$ cat config.mk
export PLATFORM = sky130hd
export DESIGN_NAME = switch_4port_rtl_flat
export DESIGN_NICKNAME = d
export VERILOG_FILES = /design/src/rtl/switch_4port_rtl_if.sv /design/src/rtl/switch_4port_rtl.sv /design/src/flat_wrapper.sv
export SDC_FILE = /design/constraint.sdc
export NUM_CORES = 1
export LEC_CHECK = 0
export CAP_MARGIN = 25
export CELL_PAD_IN_SITES_DETAIL_PLACEMENT = 0
export CELL_PAD_IN_SITES_GLOBAL_PLACEMENT = 1
export CORE_MARGIN = 10
export CORE_UTILIZATION = 40
export DETAILED_ROUTE_END_ITERATION = 6
export PLACE_DENSITY = 0.68
export SYNTH_ARGS = -nofsm -noshare
export SYNTH_HDL_FRONTEND = slang
export SYNTH_SLANG_ARGS = --single-unit
$ cat constraint.sdc
create_clock -name clk -period 5 [get_ports clk]
set_input_delay 1 -clock clk [delete_from_list [all_inputs] [get_ports clk]]
set_output_delay 1 -clock clk [all_outputs]
set_load 0.02 [all_outputs]
$ cat src/rtl/switch_4port_rtl_if.sv
// ---------------------------------------------------------------------------
// switch_4port_rtl_if
// Port bundle of the 4-port packet switch. Each signal is packed per port,
// index [p] selects port p (0..3).
//   ingress : valid_in_p, source_in_p, target_in_p, type_in_p, data_in_p
//   egress  : valid_out_p, source_out_p, target_out_p, type_out_p, data_out_p
//   status  : fifo_full_p, fifo_empty_p, fifo_count_p
//   optional: drop_cnt_p (only when DROP_CNT_EN is defined)
// Modports: master = traffic source / sink (bench side), slave = switch.
// ---------------------------------------------------------------------------
interface switch_4port_rtl_if #(
   parameter int DATA_W = 8,
   parameter int CNT_W  = 4
);
   logic [3:0]                    valid_in_p;
   logic [3:0][1:0]               source_in_p;
   logic [3:0][3:0]               target_in_p;
   logic [3:0][1:0]               type_in_p;
   logic [3:0][DATA_W-1:0]        data_in_p;

   logic [3:0]                    valid_out_p;
   logic [3:0][1:0]               source_out_p;
   logic [3:0][3:0]               target_out_p;
   logic [3:0][1:0]               type_out_p;
   logic [3:0][DATA_W-1:0]        data_out_p;

   logic [3:0]                    fifo_full_p;
   logic [3:0]                    fifo_empty_p;
   logic [3:0][CNT_W-1:0]         fifo_count_p;
`ifdef DROP_CNT_EN
   logic [3:0][15:0]              drop_cnt_p;
`endif

   modport master (
      output valid_in_p, source_in_p, target_in_p, type_in_p, data_in_p,
      input  valid_out_p, source_out_p, target_out_p, type_out_p, data_out_p,
      input  fifo_full_p, fifo_empty_p, fifo_count_p
`ifdef DROP_CNT_EN
      , input drop_cnt_p
`endif
   );

   modport slave (
      input  valid_in_p, source_in_p, target_in_p, type_in_p, data_in_p,
      output valid_out_p, source_out_p, target_out_p, type_out_p, data_out_p,
      output fifo_full_p, fifo_empty_p, fifo_count_p
`ifdef DROP_CNT_EN
      , output drop_cnt_p
`endif
   );
endinterface

$ cat src/rtl/switch_4port_rtl.sv
// ---------------------------------------------------------------------------
// switch_4port_rtl
// 4-port packet switch. Each ingress port buffers packets {source, target,
// type, data} in its own FIFO_DEPTH-entry FIFO. A round-robin arbiter grants
// one non-empty FIFO per cycle and copies the head packet to every egress
// port whose bit is set in the packet's target mask (registered, one cycle).
// Ports:
//   clk   - rising-edge clock
//   rst_n - asynchronous active-low reset
//   bus   - switch_4port_rtl_if.slave (ingress, egress, FIFO status)
// Optional feature: define DROP_CNT_EN to add per-port saturating 16-bit
// counters (bus.drop_cnt_p) that accumulate popcount(target_in) of every
// packet rejected because its FIFO was full.
// ---------------------------------------------------------------------------
module switch_4port_rtl #(
   parameter int DATA_W     = 8,
   parameter int FIFO_DEPTH = 8,
   parameter int CNT_W      = 4
) (
   input  logic                  clk,
   input  logic                  rst_n,
   switch_4port_rtl_if.slave     bus
);
   localparam int AW = $clog2(FIFO_DEPTH);

   typedef struct packed {
      logic [1:0]        src;
      logic [3:0]        tgt;
      logic [1:0]        typ;
      logic [DATA_W-1:0] data;
   } pkt_t;

   pkt_t             mem [4][FIFO_DEPTH];
   logic [AW-1:0]    wr_ptr [4];
   logic [AW-1:0]    rd_ptr [4];
   logic [CNT_W-1:0] count  [4];

   pkt_t       pkt_in [4];
   logic [3:0] full, wr_en, rej, req, pop;
   logic [1:0] rr_ptr, gnt_idx, cand;
   logic       gnt_valid;
   pkt_t       head;

   // Ingress qualification. Full is taken from the current count, so a pop
   // on the same edge cannot make room for a write to a full FIFO.
   // NOTE: every always_comb output gets a default before any condition so no
   // latch is inferred; this block assigns all bits on every path.
   always_comb begin
      for (int i = 0; i < 4; i++) begin
         pkt_in[i] = {bus.source_in_p[i], bus.target_in_p[i],
                      bus.type_in_p[i], bus.data_in_p[i]};
         full[i]   = (count[i] == CNT_W'(FIFO_DEPTH));
         wr_en[i]  = bus.valid_in_p[i] && !full[i] && (bus.target_in_p[i] != 4'b0);
         rej[i]    = bus.valid_in_p[i] && full[i];
         req[i]    = (count[i] != '0);
         bus.fifo_full_p[i]  = full[i];
         bus.fifo_empty_p[i] = !req[i];
         bus.fifo_count_p[i] = count[i];
      end
   end

   // Round-robin grant: first requester at or after rr_ptr, wrapping upward.
   // NOTE: combinational blocks use blocking (=) so later statements see the
   // updated value; clocked blocks use non-blocking (<=) to avoid races.
   always_comb begin
      gnt_valid = 1'b0;
      gnt_idx   = rr_ptr;
      cand      = rr_ptr;
      for (int k = 0; k < 4; k++) begin
         cand = rr_ptr + 2'(k);
         if (!gnt_valid && req[cand]) begin
            gnt_valid = 1'b1;
            gnt_idx   = cand;
         end
      end
   end

   always_comb begin
      for (int i = 0; i < 4; i++)
         pop[i] = gnt_valid && (gnt_idx == 2'(i));
   end

   assign head = mem[gnt_idx][rd_ptr[gnt_idx]];

   // NOTE: the packet storage has no reset; the pointers and counts that say
   // which entries are valid are reset, so stale contents are never read.
   always_ff @(posedge clk) begin
      for (int i = 0; i < 4; i++)
         if (wr_en[i]) mem[i][wr_ptr[i]] <= pkt_in[i];
   end

   always_ff @(posedge clk or negedge rst_n) begin
      if (!rst_n) begin
         for (int i = 0; i < 4; i++) begin
            wr_ptr[i] <= '0;
            rd_ptr[i] <= '0;
            count[i]  <= '0;
         end
         rr_ptr <= 2'd0;
      end else begin
         for (int i = 0; i < 4; i++) begin
            if (wr_en[i]) wr_ptr[i] <= wr_ptr[i] + AW'(1);
            if (pop[i])   rd_ptr[i] <= rd_ptr[i] + AW'(1);
            case ({wr_en[i], pop[i]})
               2'b10:   count[i] <= count[i] + CNT_W'(1);
               2'b01:   count[i] <= count[i] - CNT_W'(1);
               default: count[i] <= count[i];
            endcase
         end
         if (gnt_valid) rr_ptr <= gnt_idx + 2'd1;
      end
   end

   // Egress registers: each targeted port gets one copy for one cycle.
   always_ff @(posedge clk or negedge rst_n) begin
      if (!rst_n) begin
         bus.valid_out_p  <= '0;
         bus.source_out_p <= '0;
         bus.target_out_p <= '0;
         bus.type_out_p   <= '0;
         bus.data_out_p   <= '0;
      end else begin
         for (int k = 0; k < 4; k++) begin
            if (gnt_valid && head.tgt[k]) begin
               bus.valid_out_p[k]  <= 1'b1;
               bus.source_out_p[k] <= head.src;
               bus.target_out_p[k] <= head.tgt;
               bus.type_out_p[k]   <= head.typ;
               bus.data_out_p[k]   <= head.data;
            end else begin
               bus.valid_out_p[k]  <= 1'b0;
               bus.source_out_p[k] <= '0;
               bus.target_out_p[k] <= '0;
               bus.type_out_p[k]   <= '0;
               bus.data_out_p[k]   <= '0;
            end
         end
      end
   end

`ifdef DROP_CNT_EN
   logic [15:0] drop_cnt [4];
   logic [16:0] drop_sum [4];

   always_comb begin
      for (int i = 0; i < 4; i++) begin
         drop_sum[i]       = {1'b0, drop_cnt[i]} + 17'($countones(bus.target_in_p[i]));
         bus.drop_cnt_p[i] = drop_cnt[i];
      end
   end

   // Saturating accumulate of lost copies per ingress port.
   always_ff @(posedge clk or negedge rst_n) begin
      if (!rst_n) begin
         for (int i = 0; i < 4; i++) drop_cnt[i] <= '0;
      end else begin
         for (int i = 0; i < 4; i++)
            if (rej[i]) drop_cnt[i] <= drop_sum[i][16] ? 16'hFFFF : drop_sum[i][15:0];
      end
   end
`endif
endmodule

$ cat src/flat_wrapper.sv
// flat-port wrapper written by rule: the top's interface ports become plain ports
module switch_4port_rtl_flat 
#(
   parameter int DATA_W     = 8,
   parameter int FIFO_DEPTH = 8,
   parameter int CNT_W      = 4
)
  (clk, rst_n, bus_valid_in_p, bus_source_in_p, bus_target_in_p, bus_type_in_p, bus_data_in_p, bus_valid_out_p, bus_source_out_p, bus_target_out_p, bus_type_out_p, bus_data_out_p, bus_fifo_full_p, bus_fifo_empty_p, bus_fifo_count_p);
  switch_4port_rtl_if #(.DATA_W(DATA_W), .CNT_W(CNT_W)) bus_i ();
  input  logic clk;
  input  logic rst_n;
  input wire logic [$bits(bus_i.valid_in_p)-1:0] bus_valid_in_p;
  input wire logic [$bits(bus_i.source_in_p)-1:0] bus_source_in_p;
  input wire logic [$bits(bus_i.target_in_p)-1:0] bus_target_in_p;
  input wire logic [$bits(bus_i.type_in_p)-1:0] bus_type_in_p;
  input wire logic [$bits(bus_i.data_in_p)-1:0] bus_data_in_p;
  output wire logic [$bits(bus_i.valid_out_p)-1:0] bus_valid_out_p;
  output wire logic [$bits(bus_i.source_out_p)-1:0] bus_source_out_p;
  output wire logic [$bits(bus_i.target_out_p)-1:0] bus_target_out_p;
  output wire logic [$bits(bus_i.type_out_p)-1:0] bus_type_out_p;
  output wire logic [$bits(bus_i.data_out_p)-1:0] bus_data_out_p;
  output wire logic [$bits(bus_i.fifo_full_p)-1:0] bus_fifo_full_p;
  output wire logic [$bits(bus_i.fifo_empty_p)-1:0] bus_fifo_empty_p;
  output wire logic [$bits(bus_i.fifo_count_p)-1:0] bus_fifo_count_p;
  assign bus_i.valid_in_p = bus_valid_in_p;
  assign bus_i.source_in_p = bus_source_in_p;
  assign bus_i.target_in_p = bus_target_in_p;
  assign bus_i.type_in_p = bus_type_in_p;
  assign bus_i.data_in_p = bus_data_in_p;
  assign bus_valid_out_p = bus_i.valid_out_p;
  assign bus_source_out_p = bus_i.source_out_p;
  assign bus_target_out_p = bus_i.target_out_p;
  assign bus_type_out_p = bus_i.type_out_p;
  assign bus_data_out_p = bus_i.data_out_p;
  assign bus_fifo_full_p = bus_i.fifo_full_p;
  assign bus_fifo_empty_p = bus_i.fifo_empty_p;
  assign bus_fifo_count_p = bus_i.fifo_count_p;
  switch_4port_rtl #(.DATA_W(DATA_W), .FIFO_DEPTH(FIFO_DEPTH), .CNT_W(CNT_W)) u_core (.clk(clk), .rst_n(rst_n), .bus(bus_i));
endmodule
---- Word level (Yosys, flattened, before mapping) ----
Memories as Yosys holds them, arrays and structs flattened.
Index checks and enable logic that the tools add are counted.
cells by class
  $add $sub $neg .......................... 20
  order comparisons ....................... 14
  equality and inequality tests ........... 15
  multiplexer cells ....................... 61
  bitwise gates (word level) .............. 6
  reduce and logical (&&, ||, !) cells .... 47
operators with widths
  operator               number
  $mux W128              4
  $demux W16 S3          4
  $mux W16               6
  $bmux W16 S3           1
  $mux W8                4
  $pmux W4 S2            4
  $reduce_bool A4 Y1     8
  $add A3 B1 Y3 const B  8
  $logic_and A1 B1 Y1    23
  $mux W2                11
  $ge A4 B4 Y1 const B   5
  $not A3 Y4             5
  $add A4 B1 Y4 const B  4
  $eq A4 B4 Y1 const B   4
  $lt A4 B1 Y1 const B   4
  $mux W1                16
  $mux W4                4
  $sub A4 B1 Y4 const B  4
  $eq A2 B2 Y1 const B   6
  $lt A2 B3 Y1 const B   4
  $logic_not A1 Y1       11
  $eq A2 B1 Y1 const B   5
  $bmux W1 S2            4
  $reduce_bool A2 Y1     4
  other kinds (7)        10
storage, ports and cells
  bits in registers ....................... 110
  bits in writable memories ............... 512
  input port bits ......................... 70
  output and inout port bits .............. 92
  memories ................................ 1
memory list
  name        words  bits a word  rd ports  clocked after memory_dff  write ports  line                    text
  u_core.mem  4      128          1         0                         4            switch_4port_rtl.sv:33  pkt_t mem [4][FIFO_DEPTH];

---- Depth between registers and ports, before layout ----
  depth in word-level cells ............... 23
  gate-level depth with buffers ........... 21

---- Worst setup path after synthesis ----
OpenSTA, ideal clock, no wires.
  path type ............................... register -> register
  from .................................... register u_core.count (netlist bit u_core.bus.fifo_count_p[5])
  to ...................................... register u_core.count (netlist bit u_core.bus.fifo_count_p[3])
  setup time .............................. 0.135 ns
  data arrival time ....................... 4.327 ns
  required time ........................... 4.865 ns
  slack ................................... 0.538 ns
  cell stages (with the launch flop) ...... 19
  cell sequence ........................... dfrtp_1 -> nor4_2 -> nand2_1 -> o211ai_2 -> inv_2 -> buf_2 -> buf_4 -> buf_2 -> buf_1 -> ha_1 -> nand2_1 -> inv_1 -> ha_1 -> ha_1 -> a21o_1 -> a21oi_1 -> xnor2_1 -> nor2_1 -> xor2_1
on the way
  word-level cells in the longest chain between the ends .. 17
  elaborated cells on any way between the ends .. 28
RTL lines
  item                                                      line                     text
  from (decl)                                               switch_4port_rtl.sv:36   logic [CNT_W-1:0] count [4];
  from (signal, indexed assignment)                         switch_4port_rtl.sv:105  2'b10: count[i] <= count[i] + CNT_W'(1);
  from (signal, indexed assignment)                         switch_4port_rtl.sv:106  2'b01: count[i] <= count[i] - CNT_W'(1);
  from (signal, indexed assignment)                         switch_4port_rtl.sv:107  default: count[i] <= count[i];
  $reduce_bool A4 Y1 *                                      switch_4port_rtl.sv:55   req[i] = (count[i] != '0);
  $bmux W1 S2                                               switch_4port_rtl.sv:71   if (!gnt_valid && req[cand]) begin
  $mux W1 (implied by the code)                             switch_4port_rtl.sv:71
  $mux W1                                                   switch_4port_rtl.sv:71
  $logic_not A1 Y1                                          switch_4port_rtl.sv:71
  $logic_and A1 B1 Y1                                       switch_4port_rtl.sv:71
  $mux W1                                                   switch_4port_rtl.sv:71
  $logic_not A1 Y1                                          switch_4port_rtl.sv:71
  [2 not listed]                                            n/a
  $logic_not A1 Y1                                          switch_4port_rtl.sv:71
  $logic_and A1 B1 Y1                                       switch_4port_rtl.sv:71
  $mux W2                                                   switch_4port_rtl.sv:71
  $logic_not A2 Y1                                          switch_4port_rtl.sv:80   pop[i] = gnt_valid && (gnt_idx == 2'(i));
  $logic_and A1 B1 Y1 *                                     switch_4port_rtl.sv:80
  net u_core.pop[0]                                         switch_4port_rtl.sv:39   logic [3:0] full, wr_en, rej, req, pop;
  $eq A2 B1 Y1 / $eq A2 B2 Y1 (equally long branches)       switch_4port_rtl.sv:104  case ({wr_en[i], pop[i]})
  $pmux W4 S2 / $reduce_bool A2 Y1 (equally long branches)  n/a
Mark *: on every way through the listed nets, which the timed path passes. The rest lies on a longest branch. The select of a mux whose other input is x is not followed.
A chain may end at the register's enable or synchronous reset.

---- Worst setup path in the final report ----
  from .................................... register u_core.count (netlist bit u_core.bus.fifo_count_p[0])
  to ...................................... register u_core.bus.data_out_p[12]
on the way
  word-level cells in the longest chain between the ends .. 23
  elaborated cells on any way between the ends .. 33
RTL lines
  item                                         line                       text
  $reduce_bool A4 Y1 *                         switch_4port_rtl.sv:55
  $bmux W1 S2                                  switch_4port_rtl.sv:71
  $mux W1 (implied by the code)                switch_4port_rtl.sv:71
  $mux W1                                      switch_4port_rtl.sv:71
  $logic_not A1 Y1                             switch_4port_rtl.sv:71
  $logic_and A1 B1 Y1                          switch_4port_rtl.sv:71
  $mux W1                                      switch_4port_rtl.sv:71
  $logic_not A1 Y1                             switch_4port_rtl.sv:71
  [5 not listed]                               n/a
  $not A2 Y3 (implied by the code)             switch_4port_rtl.sv:83     assign head = mem[gnt_idx][rd_ptr[gnt_idx]];
  $bmux W3 S2                                  switch_4port_rtl.sv:83
  $mux W3 (implied by the code) (2 in a row)   switch_4port_rtl.sv:83
  $not A3 Y4 (implied by the code)             switch_4port_rtl.sv:83
  $bmux W16 S3                                 switch_4port_rtl.sv:83
  $mux W16 (implied by the code) (2 in a row)  switch_4port_rtl.sv:83
  $logic_and A1 B1 Y1                          switch_4port_rtl.sv:124    if (gnt_valid && head.tgt[k]) begin
  $mux W8 *                                    switch_4port_rtl.sv:124
  to (signal, indexed assignment)              switch_4port_rtl.sv:129    bus.data_out_p[k] <= head.data;
  to (decl)                                    switch_4port_rtl_if.sv:45  output valid_out_p, source_out_p, target_out_p, type_out_p, data_out_p,
Every way passes the cells marked *; elsewhere a longest branch is shown, timed or not. The select of a mux whose other input is x is not followed.

==> reports/qor.csv <==
metric,value,unit
status,"finished, final reports clean",
crit_required,5.49,ns
max-cap-violations,0,
fin_tns_setup,0,ns
slew_headroom,0.441,
hpwl,49400,µm
layout_commonest_cell,edfxtp_1,
syn_inst,1811,
timing.final.crit_share,0.896,
hold_buffers,0,
postSynth.asyncResetShare,0.172,
muxShareOfSynthArea,0.0381,
ys.flop_type,edfxtp_1,
port-buffer-count,161,
synth-edff-count,512,
crit_start,u_core.bus.fifo_count_p[0],
dr_wl_met2,33800,µm
grt_first_pass_wirelength,111000,µm
final_cell_mix,"edfxtp_1, nand2_1, clkdlybuf4s50_1",
r2r_cells,9,
seq_area,18000,µm²
nNetsFinal,2064,
gp_congestion,0.878,
die_h,274,µm
fin_skew,0.0233,ns
core_area,63400,µm²
synth_warnings,0,
firstDrtPassIters,5,
cts.root.buffer_cell,clkbuf_16,
worst-r2r-setup-slack,0.52,ns
fillers,5426,
critPathArrivalTime,4.97,ns
post-cts-setup-buffer-count,0,
crit_end,u_core.bus.data_out_p[12],
ys_types,64,
rows,92,
grt_max_degree,146,
wirelength,77200,µm
cts_made_buffers,61,
antenna_found_initial,8,
rsz0062_at_grt,no,
cp-end-kind,flop,
grt_usage,0.202,
wirelength_met1,33900,µm
finalCriticalPeriod,4.48,ns
met3_length,8090,µm
dieArea,74900,µm²
highest_layer,met5,
cts_tree,built,
ys_ff_latch,618,
die_w,274,µm
via_count,16200,
routedWlPerCell,27.0,µm
syn_nets,1909,
synth.avg_cell_area,14.2,µm²
pin_count,162,
syn_area,25700,µm²
grt_pass1_vias,15700,
initial_core_util,0.406,
synth_compound_area_frac,0.0923,
hold_viol,0,
multi_input_comb_area,6820,µm²
synth-simple-area-share,0.103,
clockBufferDepth,3,
detail-route-antenna-nets,0,
drive_gt1_frac,0.144,
synthXorXnorAreaFrac,0.0109,
hp-class,primary input to async pin,
crit-reg2reg-launch,u_core.bus.fifo_count_p[0],
synthToLayoutAreaGrowth,18.1,%
path_max_fanout,55,
r2r-end,u_core.bus.data_out_p[12],
cts_htree_levels,2,
start_kind,flop,
post_cts_resized,0,
drc,0,
grt-ovfl-total,0,
slew_viol_final,0,
yosys.area_share.adder,0.0148,
routed_via_density,5.67,
synth_top_family_by_area,simple AND/OR/NAND/NOR gates,
worstMarginPinSlew,0.839,ns
critPathKind,flop to flop,
ys_seq_area_frac,0.701,
clk_latency,0.62,ns
clkSlewWorstSetupHoldPaths,0.07,ns
clock_sinks,618,
dr.first_iter.drc_count,1925,
fmax,223,MHz
setup_viol,0,
cells by family after synthesis:
| kind of cell | count (synthesis) |
|---|---|
| buffers and inverters | 212 |
| DFF | 618 |
| adders and majority gates | 28 |
| muxes | 88 |
| and+or+nand+nor | 538 |
| AOI/OAI and AO/OA | 295 |
| xor gates and xnor gates | 32 |
how the worst min path moves through the flow:
stage | startpoint | to | slack (ns) | cells past startpoint
6_report | rst_n | u_core.wr_ptr[9] | 0.46 | 1
5_1_grt | u_core.rd_ptr[8] | u_core.rd_ptr[8] | 0.49 | 1
4_1_cts | rst_n | u_core.wr_ptr[5] | 0.47 | 1
3_5_place_dp | u_core.rd_ptr[8] | u_core.rd_ptr[8] | 0.47 | 1
3_3_place_gp | u_core.rd_ptr[11] | u_core.rd_ptr[11] | 0.46 | 1
2_1_floorplan | u_core.rd_ptr[2] | u_core.rd_ptr[2] | 0.44 | 1
stage by stage:
stage / std cells / hold WS, ns / setup slack, ns / util / cell area (µm²)
2_1_floorplan: 1811 / 0.445 / 0.538 / - / 25700
4_1_cts: 2862 / 0.470 / 0.547 / 0.479 / 30400
6_report: 2863 / 0.463 / 0.521 / 0.479 / 30400
5_1_grt: 2863 / 0.485 / 0.345 / 0.479 / 30400
3_5_place_dp: 2749 / 0.466 / 0.575 / 0.447 / 28300
3_3_place_gp: 2749 / 0.464 / 0.730 / 0.447 / 28300
cells in the mapped netlist (all sizes together), types with 2 or more instances:
master   instances  area (µm²)
nand2          286        1070
a211o            3        26.3
o221ai           2        30.0
or4              5        41.3
a221oi           3        26.3
o21ai           11        55.1
a21oi           30         150
and3            98         613
nand4           16         134
nor3            79         495
nand3           13        65.1
dfrtp          106        2650
fa               4        80.1
o211a            2        20.0
nor2            25        93.8
buf             85         547
o311ai          49         447
xnor2           23         201
clkbuf          44         165
nor4             6        65.1
a221o           16         160
inv             82         308
o2111a           2        22.5
ha              24         300
a21o             4        30.0
edfxtp         512       15400
a32o             5        50.1
a211oi           4        40.0
mux2i           33         330
mux4             2        52.6
mux2            53         597
o211ai         104         786
nand2b           8        50.1
o2111ai         50         438
o22ai            2        18.8
xor2             9        78.8
layer usage:
layer,vias up,global-route usage
met1,8200,0.291
met3,106,0.0589
li1,7188,-
met2,731,0.297
met5,-,0
met4,12,0.0433
layout make-up:
| type | count | area share |
|---|---|---|
| Clock buffer | 77 | 0.0551 |
| Multi-Input combinational cell | 981 | 0.224 |
| Antenna cell | 1 | 0.0000824 |
| Inverter | 83 | 0.0108 |
| Sequential cell | 618 | 0.593 |
| Timing Repair Buffer | 221 | 0.0694 |
| Tap cell | 846 | 0.0348 |
| Clock inverter | 36 | 0.0120 |
registers in the layout, indices dropped and copies added (netlist names):
register / cells
u_core.rd_ptr: 12
u_core.bus.data_out_p: 32
u_core.bus.valid_out_p: 3
u_core.rr_ptr: 2
u_core.bus.source_out_p: 8
u_core.bus.fifo_count_p: 16
u_core.bus.type_out_p: 8
u_core.mem: 512
u_core.bus.target_out_p: 13
u_core.wr_ptr: 12
worst max-delay path, stage by stage (launching register included):
cell and delay [ns]:
dfrtp_1 0.46, nor4_4 0.63, o2bb2ai_1 0.14, a222oi_1 0.36
buf_4 0.22, mux4_4 0.97, a221o_1 0.38, o211ai_1 0.11
nand4_2 0.60, nor3_1 0.44
Power is not shown: default switching activity piles up to over one toggle a cycle in this logic, so the estimate is an artifact.
